## src/rtl/cmplx_mult_seq.sv

```systemverilog
// Sequencer for one signed complex product over a single shared unsigned DWIDTH x DWIDTH multiplier.
// Optional feature macro CMPLX_MULT_SAT_EN: clamp outputs to 2*DWIDTH bits and add the out_sat port.

module cmplx_mult_seq #(
  parameter int DWIDTH = 8,
`ifdef CMPLX_MULT_SAT_EN
  localparam int OW = 2*DWIDTH
`else
  localparam int OW = 2*DWIDTH + 1
`endif
) (
  input  logic                     clk,
  input  logic                     rst,
  input  logic                     in_vld,
  output logic                     in_rdy,
  input  logic signed [DWIDTH-1:0] in_a_re,
  input  logic signed [DWIDTH-1:0] in_a_im,
  input  logic signed [DWIDTH-1:0] in_b_re,
  input  logic signed [DWIDTH-1:0] in_b_im,
  output logic [DWIDTH-1:0]        mul_op1,
  output logic [DWIDTH-1:0]        mul_op2,
  input  logic [2*DWIDTH-1:0]      mul_result,
  output logic                     out_vld,
  input  logic                     out_rdy,
`ifdef CMPLX_MULT_SAT_EN
  output logic                     out_sat,
`endif
  output logic signed [OW-1:0]     out_re,
  output logic signed [OW-1:0]     out_im
);

  localparam int AW = 2*DWIDTH + 1;

  typedef enum logic [2:0] {
    S_IDLE, S_MUL_AC, S_MUL_BD, S_MUL_AD, S_MUL_BC, S_DONE
  } state_t;

  state_t r_state, w_next;

  logic signed [DWIDTH-1:0] r_a_re, r_a_im, r_b_re, r_b_im;
  logic signed [AW-1:0]     r_re_acc, r_im_acc;
  logic signed [OW-1:0]     r_out_re, r_out_im;

  logic signed [DWIDTH-1:0] w_x, w_y;
  logic                     w_neg;
  logic signed [AW-1:0]     w_prod, w_p, w_im_sum;
  logic signed [OW-1:0]     w_re_fin, w_im_fin;

  function automatic logic [DWIDTH-1:0] f_mag(input logic signed [DWIDTH-1:0] x);
    return x[DWIDTH-1] ? -x : x;
  endfunction

  always_ff @(posedge clk or posedge rst) begin
    if (rst) r_state <= S_IDLE;
    else     r_state <= w_next;
  end

  always_comb begin
    w_next = r_state;
    case (r_state)
      S_IDLE:   if (in_vld) w_next = S_MUL_AC;
      S_MUL_AC: w_next = S_MUL_BD;
      S_MUL_BD: w_next = S_MUL_AD;
      S_MUL_AD: w_next = S_MUL_BC;
      S_MUL_BC: w_next = S_DONE;
      S_DONE:   if (out_rdy) w_next = S_IDLE;
      default:  w_next = S_IDLE;
    endcase
  end

  // Operand pair steering; zero outside the multiply states keeps the multiplier quiet.
  always_comb begin
    in_rdy  = (r_state == S_IDLE);
    out_vld = (r_state == S_DONE);
    w_x     = '0;
    w_y     = '0;
    case (r_state)
      S_MUL_AC: begin w_x = r_a_re; w_y = r_b_re; end
      S_MUL_BD: begin w_x = r_a_im; w_y = r_b_im; end
      S_MUL_AD: begin w_x = r_a_re; w_y = r_b_im; end
      S_MUL_BC: begin w_x = r_a_im; w_y = r_b_re; end
      default:  begin w_x = '0;     w_y = '0;     end
    endcase
  end

  assign mul_op1  = f_mag(w_x);
  assign mul_op2  = f_mag(w_y);
  assign w_neg    = w_x[DWIDTH-1] ^ w_y[DWIDTH-1];
  assign w_prod   = signed'({1'b0, mul_result});
  assign w_p      = w_neg ? -w_prod : w_prod;
  assign w_im_sum = r_im_acc + w_p;

`ifdef CMPLX_MULT_SAT_EN
  localparam logic signed [AW-1:0] SAT_MAX = {2'b00, {(2*DWIDTH-1){1'b1}}};
  localparam logic signed [AW-1:0] SAT_MIN = {2'b11, {(2*DWIDTH-1){1'b0}}};

  logic w_re_sat, w_im_sat, r_out_sat;

  function automatic logic [OW:0] f_sat(input logic signed [AW-1:0] v);
    if (v > SAT_MAX)      return {1'b1, SAT_MAX[OW-1:0]};
    else if (v < SAT_MIN) return {1'b1, SAT_MIN[OW-1:0]};
    return {1'b0, v[OW-1:0]};
  endfunction

  assign {w_re_sat, w_re_fin} = f_sat(r_re_acc);
  assign {w_im_sat, w_im_fin} = f_sat(w_im_sum);

  always_ff @(posedge clk or posedge rst) begin
    if (rst)                     r_out_sat <= 1'b0;
    else if (r_state == S_MUL_BC) r_out_sat <= w_re_sat | w_im_sat;
  end

  assign out_sat = r_out_sat;
`else
  assign w_re_fin = r_re_acc;
  assign w_im_fin = w_im_sum;
`endif

  // The real sum is complete after MUL_BD, so both results are latched on the MUL_BC edge.
  always_ff @(posedge clk or posedge rst) begin
    if (rst) begin
      r_a_re   <= '0;
      r_a_im   <= '0;
      r_b_re   <= '0;
      r_b_im   <= '0;
      r_re_acc <= '0;
      r_im_acc <= '0;
      r_out_re <= '0;
      r_out_im <= '0;
    end else begin
      case (r_state)
        S_IDLE: if (in_vld) begin
          r_a_re <= in_a_re;
          r_a_im <= in_a_im;
          r_b_re <= in_b_re;
          r_b_im <= in_b_im;
        end
        S_MUL_AC: r_re_acc <= w_p;
        S_MUL_BD: r_re_acc <= r_re_acc - w_p;
        S_MUL_AD: r_im_acc <= w_p;
        S_MUL_BC: begin
          r_im_acc <= w_im_sum;
          r_out_re <= w_re_fin;
          r_out_im <= w_im_fin;
        end
        default: ;
      endcase
    end
  end

  assign out_re = r_out_re;
  assign out_im = r_out_im;

  property p_hold_under_bp;
    @(posedge clk) disable iff (rst)
      (out_vld && !out_rdy) |=> (out_vld && $stable(out_re) && $stable(out_im));
  endproperty
  a_hold_under_bp: assert property (p_hold_under_bp);

endmodule
```

## config.mk

```make
export PLATFORM = sky130hd
export DESIGN_NAME = cmplx_mult_seq
export DESIGN_NICKNAME = d
export VERILOG_FILES = /design/src/rtl/cmplx_mult_seq.sv
export SDC_FILE = /design/constraint.sdc
export NUM_CORES = 1
export LEC_CHECK = 0
export CAP_MARGIN = 10
export CELL_PAD_IN_SITES_DETAIL_PLACEMENT = 0
export CELL_PAD_IN_SITES_GLOBAL_PLACEMENT = 1
export CORE_UTILIZATION = 42
export DETAILED_ROUTE_END_ITERATION = 8
export PLACE_DENSITY = 0.78
export SYNTH_ARGS = -nofsm -noshare
export SYNTH_HDL_FRONTEND = slang
export SYNTH_SLANG_ARGS = --single-unit
```

## constraint.sdc

```tcl
create_clock -name clk -period 5.1 [get_ports clk]
set_clock_uncertainty 0.1 [all_clocks]
set_input_delay 1.02 -clock clk [delete_from_list [all_inputs] [get_ports clk]]
set_output_delay 1.02 -clock clk [all_outputs]
set_load 0.02 [all_outputs]
```

---- Word level (Yosys, flattened, before mapping) ----
Cells that the tools add are included.
W data, S select, Z words.
cells by class
  bitwise gates (word level) .............. 1
  muxes and demuxes ....................... 10
  add/subtract/negate cells ............... 5
  equality and inequality tests ........... 7
  reductions and logical operators ........ 9
operators with widths
  cell                  count
  $pmux W17 S2          2
  $pmux W8 S2           2
  $pmux W3 S6           1
  $add A17 B17 Y17      1
  $mux W17              1
  $neg A16 Y17          1
  $sub A17 B17 Y17      1
  $mux W8               2
  $neg A8 Y8            2
  $reduce_or A2 Y1      4
  $eq A3 B2 Y1 const B  2
  $eq A3 B3 Y1 const B  2
  $mux W3               2
  $reduce_and A2 Y1     2
  $reduce_bool A2 Y1    2
  $eq A3 B1 Y1 const B  1
  $logic_not A3 Y1      1
  $ne A2 B1 Y1 const B  1
  $ne A2 B2 Y1 const B  1
  $xor A1 B1 Y1         1
storage, ports and cells
  register bits ........................... 103
  output and inout port bits .............. 52
  bits of input ports ..................... 52
  logic and storage cells ................. 41

---- Longest topological paths before layout ----
  depth after elaboration ................. 7
  gate-level depth with buffers ........... 20
  depth with buffers taken out ............ 18

---- Least setup slack after synthesis ----
No wires, ideal clock.
  kind .................................... input -> register
  start ................................... input port mul_result[0]
  end ..................................... register r_re_acc[14]
  library setup time ...................... 0.104 ns
  path buffers ............................ 0
  path slack .............................. 0.483 ns
  data required time ...................... 4.896 ns
  data arrival time ....................... 4.413 ns
  stages on the path ...................... 16
  cell sequence ........................... inv_1 ha_1 nor3b_1 nand2_1 o21ai_0 xnor2_1 inv_1 ha_1 a21o_1 a41o_1 a21o_1 or3_1 o21a_1 a32o_1 mux2_1 a221oi_1
on the way
  word-level cells in the longest chain between the ends .. 4
RTL lines
  item                  line  RTL
  from (decl)           22    input logic [2*DWIDTH-1:0] mul_result,
  $neg A16 Y17          90    assign w_p = w_neg ? -w_prod : w_prod;
  $mux W17 (*)          90
  $sub A17 B17 Y17      139   S_MUL_BD: r_re_acc <= r_re_acc - w_p;
  $pmux W17 S2 (*)      131   case (r_state)
  to (signal assigned)  138   S_MUL_AC: r_re_acc <= w_p;
  to (signal assigned)  139
  to (decl)             41    logic signed [AW-1:0] r_re_acc, r_im_acc;
Every way passes the cells marked *; elsewhere a longest branch is shown, timed or not.
A chain may end at the register's enable or synchronous reset.

---- Worst setup path after layout ----
  start ................................... input port mul_result[1]
  end ..................................... register r_out_im[16], in the netlist out_im[16]
on the way
  word-level cells in the longest chain between the ends .. 3
RTL lines
  item                  line  RTL
  $neg A16 Y17          90
  $mux W17 (*)          90
  $add A17 B17 Y17 (*)  91    assign w_im_sum = r_im_acc + w_p;
  to (signal assigned)  144   r_out_im <= w_im_fin;
  to (decl)             42    logic signed [OW-1:0] r_out_re, r_out_im;
Marked as above.

==> summary.json <==
{
  "run_status": {
    "status": "finished, final reports clean"
  },
  "global_routing": {
    "grt_antenna_before_repair": 0,
    "aggregate_global_route_resource_usage_pct": 23.15,
    "global_route.overflow_total": 0,
    "first_global_vias": 6431,
    "global_route_wire_length_before_repair_um": 32300,
    "grt_start_max_net_pins": 50
  },
  "sta": {
    "relSlewSlack_pct": 38.14,
    "worstMarginPinSlew_ns": 0.9260,
    "unrepaired_setup_endpoints_after_global_routing": "false",
    "final_hold_viol_count": 0,
    "clock.fmax_mhz": 212.6,
    "period_minus_slack_ns": 4.704,
    "setup_tns_ns": 0,
    "period_share_pct": 92.23,
    "slew_viol_final": 0,
    "setup-violations-final": 0
  },
  "setup_path": {
    "timing.critical_path.slowest_stage_cell": "clkdlybuf4s50_1",
    "worst_path_largest_cell_delay_ns": 0.44,
    "cp.required_ns": 5.23,
    "critical_path_arrival_ns": 4.83,
    "critical_path_class": "primary input to register",
    "worstSetupStartpointType": "primary input",
    "critPathLaunch": "mul_result[1]",
    "path_max_fanout": 5,
    "worst_path_dominant_cell_family": "simple AND/OR/NAND/NOR gates",
    "crit-reg2reg-launch": "r_state[2]$_DFFE_PP0P_",
    "critPathCaptureType": "register",
    "path_buf_inv": 6,
    "worstPathCellList": "clkdlybuf4s50_1 -> buf_4 -> or3_1 -> nor4_1 -> buf_4 -> a21oi_1 -> xnor2_1 -> buf_4 -> inv_1 -> ha_1 -> a21o_1 -> a21oi_1 -> inv_1 -> a21oi_1 -> o221ai_1 -> and2_1 -> a31o_2 -> nor2b_1 -> or3_1"
  },
  "worst_hold_path": {
    "hold_start": "out_re[9]$_DFFE_PP0N_",
    "hold_path_class": "register to register"
  },
  "drt": {
    "detail_route.vias_per_cell": 5.574,
    "post-route-drc-count": 0,
    "drt_iter0_drc": 347,
    "detailroute.via_count": 6443,
    "ant_nets": 0,
    "drt-pass1-iter-count": 5,
    "routed_wire_length_per_instance_um": 16.98,
    "detail_route.wirelength_um": 19630
  },
  "synth": {
    "yosys-top-cells-area": "dfrtp_1 36%, nand2_1 6.6%, mux2_2 5.7%",
    "synth_top_area_share_pct": 36.38,
    "yosys_register_bits": 103,
    "part_of_the_yosys_area_used_for_sequential_elements_pct": 36.38,
    "ys.warnings.count": 0,
    "synthesized_area_per_cell_um2": 8.671,
    "edff_count_synth": 0,
    "postSynthNetCount": 895,
    "synth_top_cell_by_area": "dfrtp_1",
    "syn-instance-count": 817,
    "yosys_most_used_dff": "dfrtp_1",
    "synthArstFlopShare_pct": 100.0,
    "ys_types": 81,
    "mappedNetlistArea_mm2": 0.007084
  },
  "floorplanning": {
    "chipHeight_um": 131.9,
    "top_level_i_o_count": 104,
    "die_area_mm2": 0.01739,
    "floorplan.core_area_mm2": 0.01652,
    "fp.dieW_um": 131.9,
    "start_util_pct": 42.87,
    "fp-row-count": 47
  },
  "layout": {
    "area_taken_by_multi_input_logic_gates_mm2": 0.004213,
    "filler_cell_count": 1504,
    "layout.cells.most_common_list": "124 x nand2_1, 103 x clkdlybuf4s50_1, 103 x dfrtp_1, 60 x o21ai_0, 53 x nor2_1",
    "finalNetCount": 1009,
    "layout_commonest_cell": "nand2_1",
    "layout-area-overhead-vs-synth_pct": 24.55,
    "combined_flip_flop_and_latch_cell_area_mm2": 0.002577,
    "n_antenna_cell": 0,
    "final_layout_size_suffix_gt1_share_pct": 12.82
  },
  "placement": {
    "globalplace.congestion": 0.9164,
    "numPortBuffers": 103,
    "place_hpwl_um": 14750
  },
  "clock_tree": {
    "ctsHtreeMaxLevel": 3,
    "cts_inserted_buffers": 9,
    "cts_num_sinks": 103,
    "cts.reportedPaths.clkPinSlew_ns": 0.07,
    "clk_path_buf_depth": 2,
    "cts_repair_resize_count": 0,
    "postCtsSetupRepairBufs": 0,
    "clock-root-buffer": "clkbuf_16",
    "worst_skew_pair_latency_ns": 0.35,
    "ctsHoldBuffers": 0,
    "tritoncts": "built"
  },
  "flow_run": {
    "cap_viol_max_count": 0
  }
}
## Yosys cell counts (17+ instances only)
master / count
mux2_2: 36
a22oi_1: 17
nand2_1: 125
inv_1: 30
xnor2_1: 31
nand3_1: 18
dfrtp_1: 103
ha_1: 26
nor3_1: 18
o21ai_0: 60
clkbuf_1: 32
nor2_1: 53
a21oi_1: 39
## cell families after synthesis
logic type	share of synthesized area [%]
AND/OR/NAND/NOR	18.99
AO/OA/AOI/OAI	21.94
multiplexers	6.870
adder cells (fa/ha/maj)	5.616
buffers and inverters	4.256
XOR/XNOR	5.952
flip-flops	36.38
## worst paths after layout
path	end	slack [ns]	cells after the start
worst max register to register	r_re_acc[10]$_DFFE_PP0N_	0.48	13
worst min-delay path	out_re[9]$_DFFE_PP0N_	0.37	2
min in group asynchronous	out_re[2]$_DFFE_PP0N_	1.01	2
max in group asynchronous	r_re_acc[14]$_DFFE_PP0N_	3.04	3
worst max-delay path	out_im[16]$_DFFE_PP0N_	0.40	19
worst min register to register	out_re[9]$_DFFE_PP0N_	0.37	2
## through the flow
stage / setup slack, ns / area, um^2 / hold slack, ns / instances / util, %
final: 0.3962 / 8823 / 0.3731 / 1156 / 53.40
after global routing: 0.09583 / 8823 / 0.3989 / 1156 / 53.40
after CTS: 0.3650 / 8818 / 0.3808 / 1156 / 53.37
after detailed placement: 0.02652 / 8552 / 0.3622 / 1140 / 51.75
after global placement: 0.1272 / 8552 / 0.3567 / 1140 / 51.75
after floorplan: 0.4831 / 7084 / 0.3621 / 817 / -
## state kept, by name, summed over array words and instances (netlist names)
name,count
out_im,17
r_b_re,8
r_a_im,8
r_b_im,8
r_a_re,8
out_re,17
r_re_acc,17
r_state,3
r_im_acc,17
## routing by layer
metal  global-route usage, %  part of all wire (%)  vias to the layer above
met4                   7.494                   1.5                        0
met1                   30.38                    46                     3091
li1                        -                     -                     3170
met3                   3.460                   4.3                       20
met5                       0                     0                        -
met2                   39.12                    48                      162
## tightest hold or removal path: cells and delay by family, from the launching register on
kind / cells / cell delay (ns)
flops: 1 / 0.34
simple gates: 2 / 0.10
## layout make-up
cell class                      instances  area share (%)
Multi-Input combinational cell        637           47.75
Sequential cell                       103           29.21
Timing Repair Buffer                  148           15.51
Tap cell                              220           3.120
Clock buffer                           10           2.595
Inverter                               32           1.390
Clock inverter                          6          0.4254
Power is not shown: default switching activity piles up to over one toggle a cycle in this logic, so the estimate is an artifact.
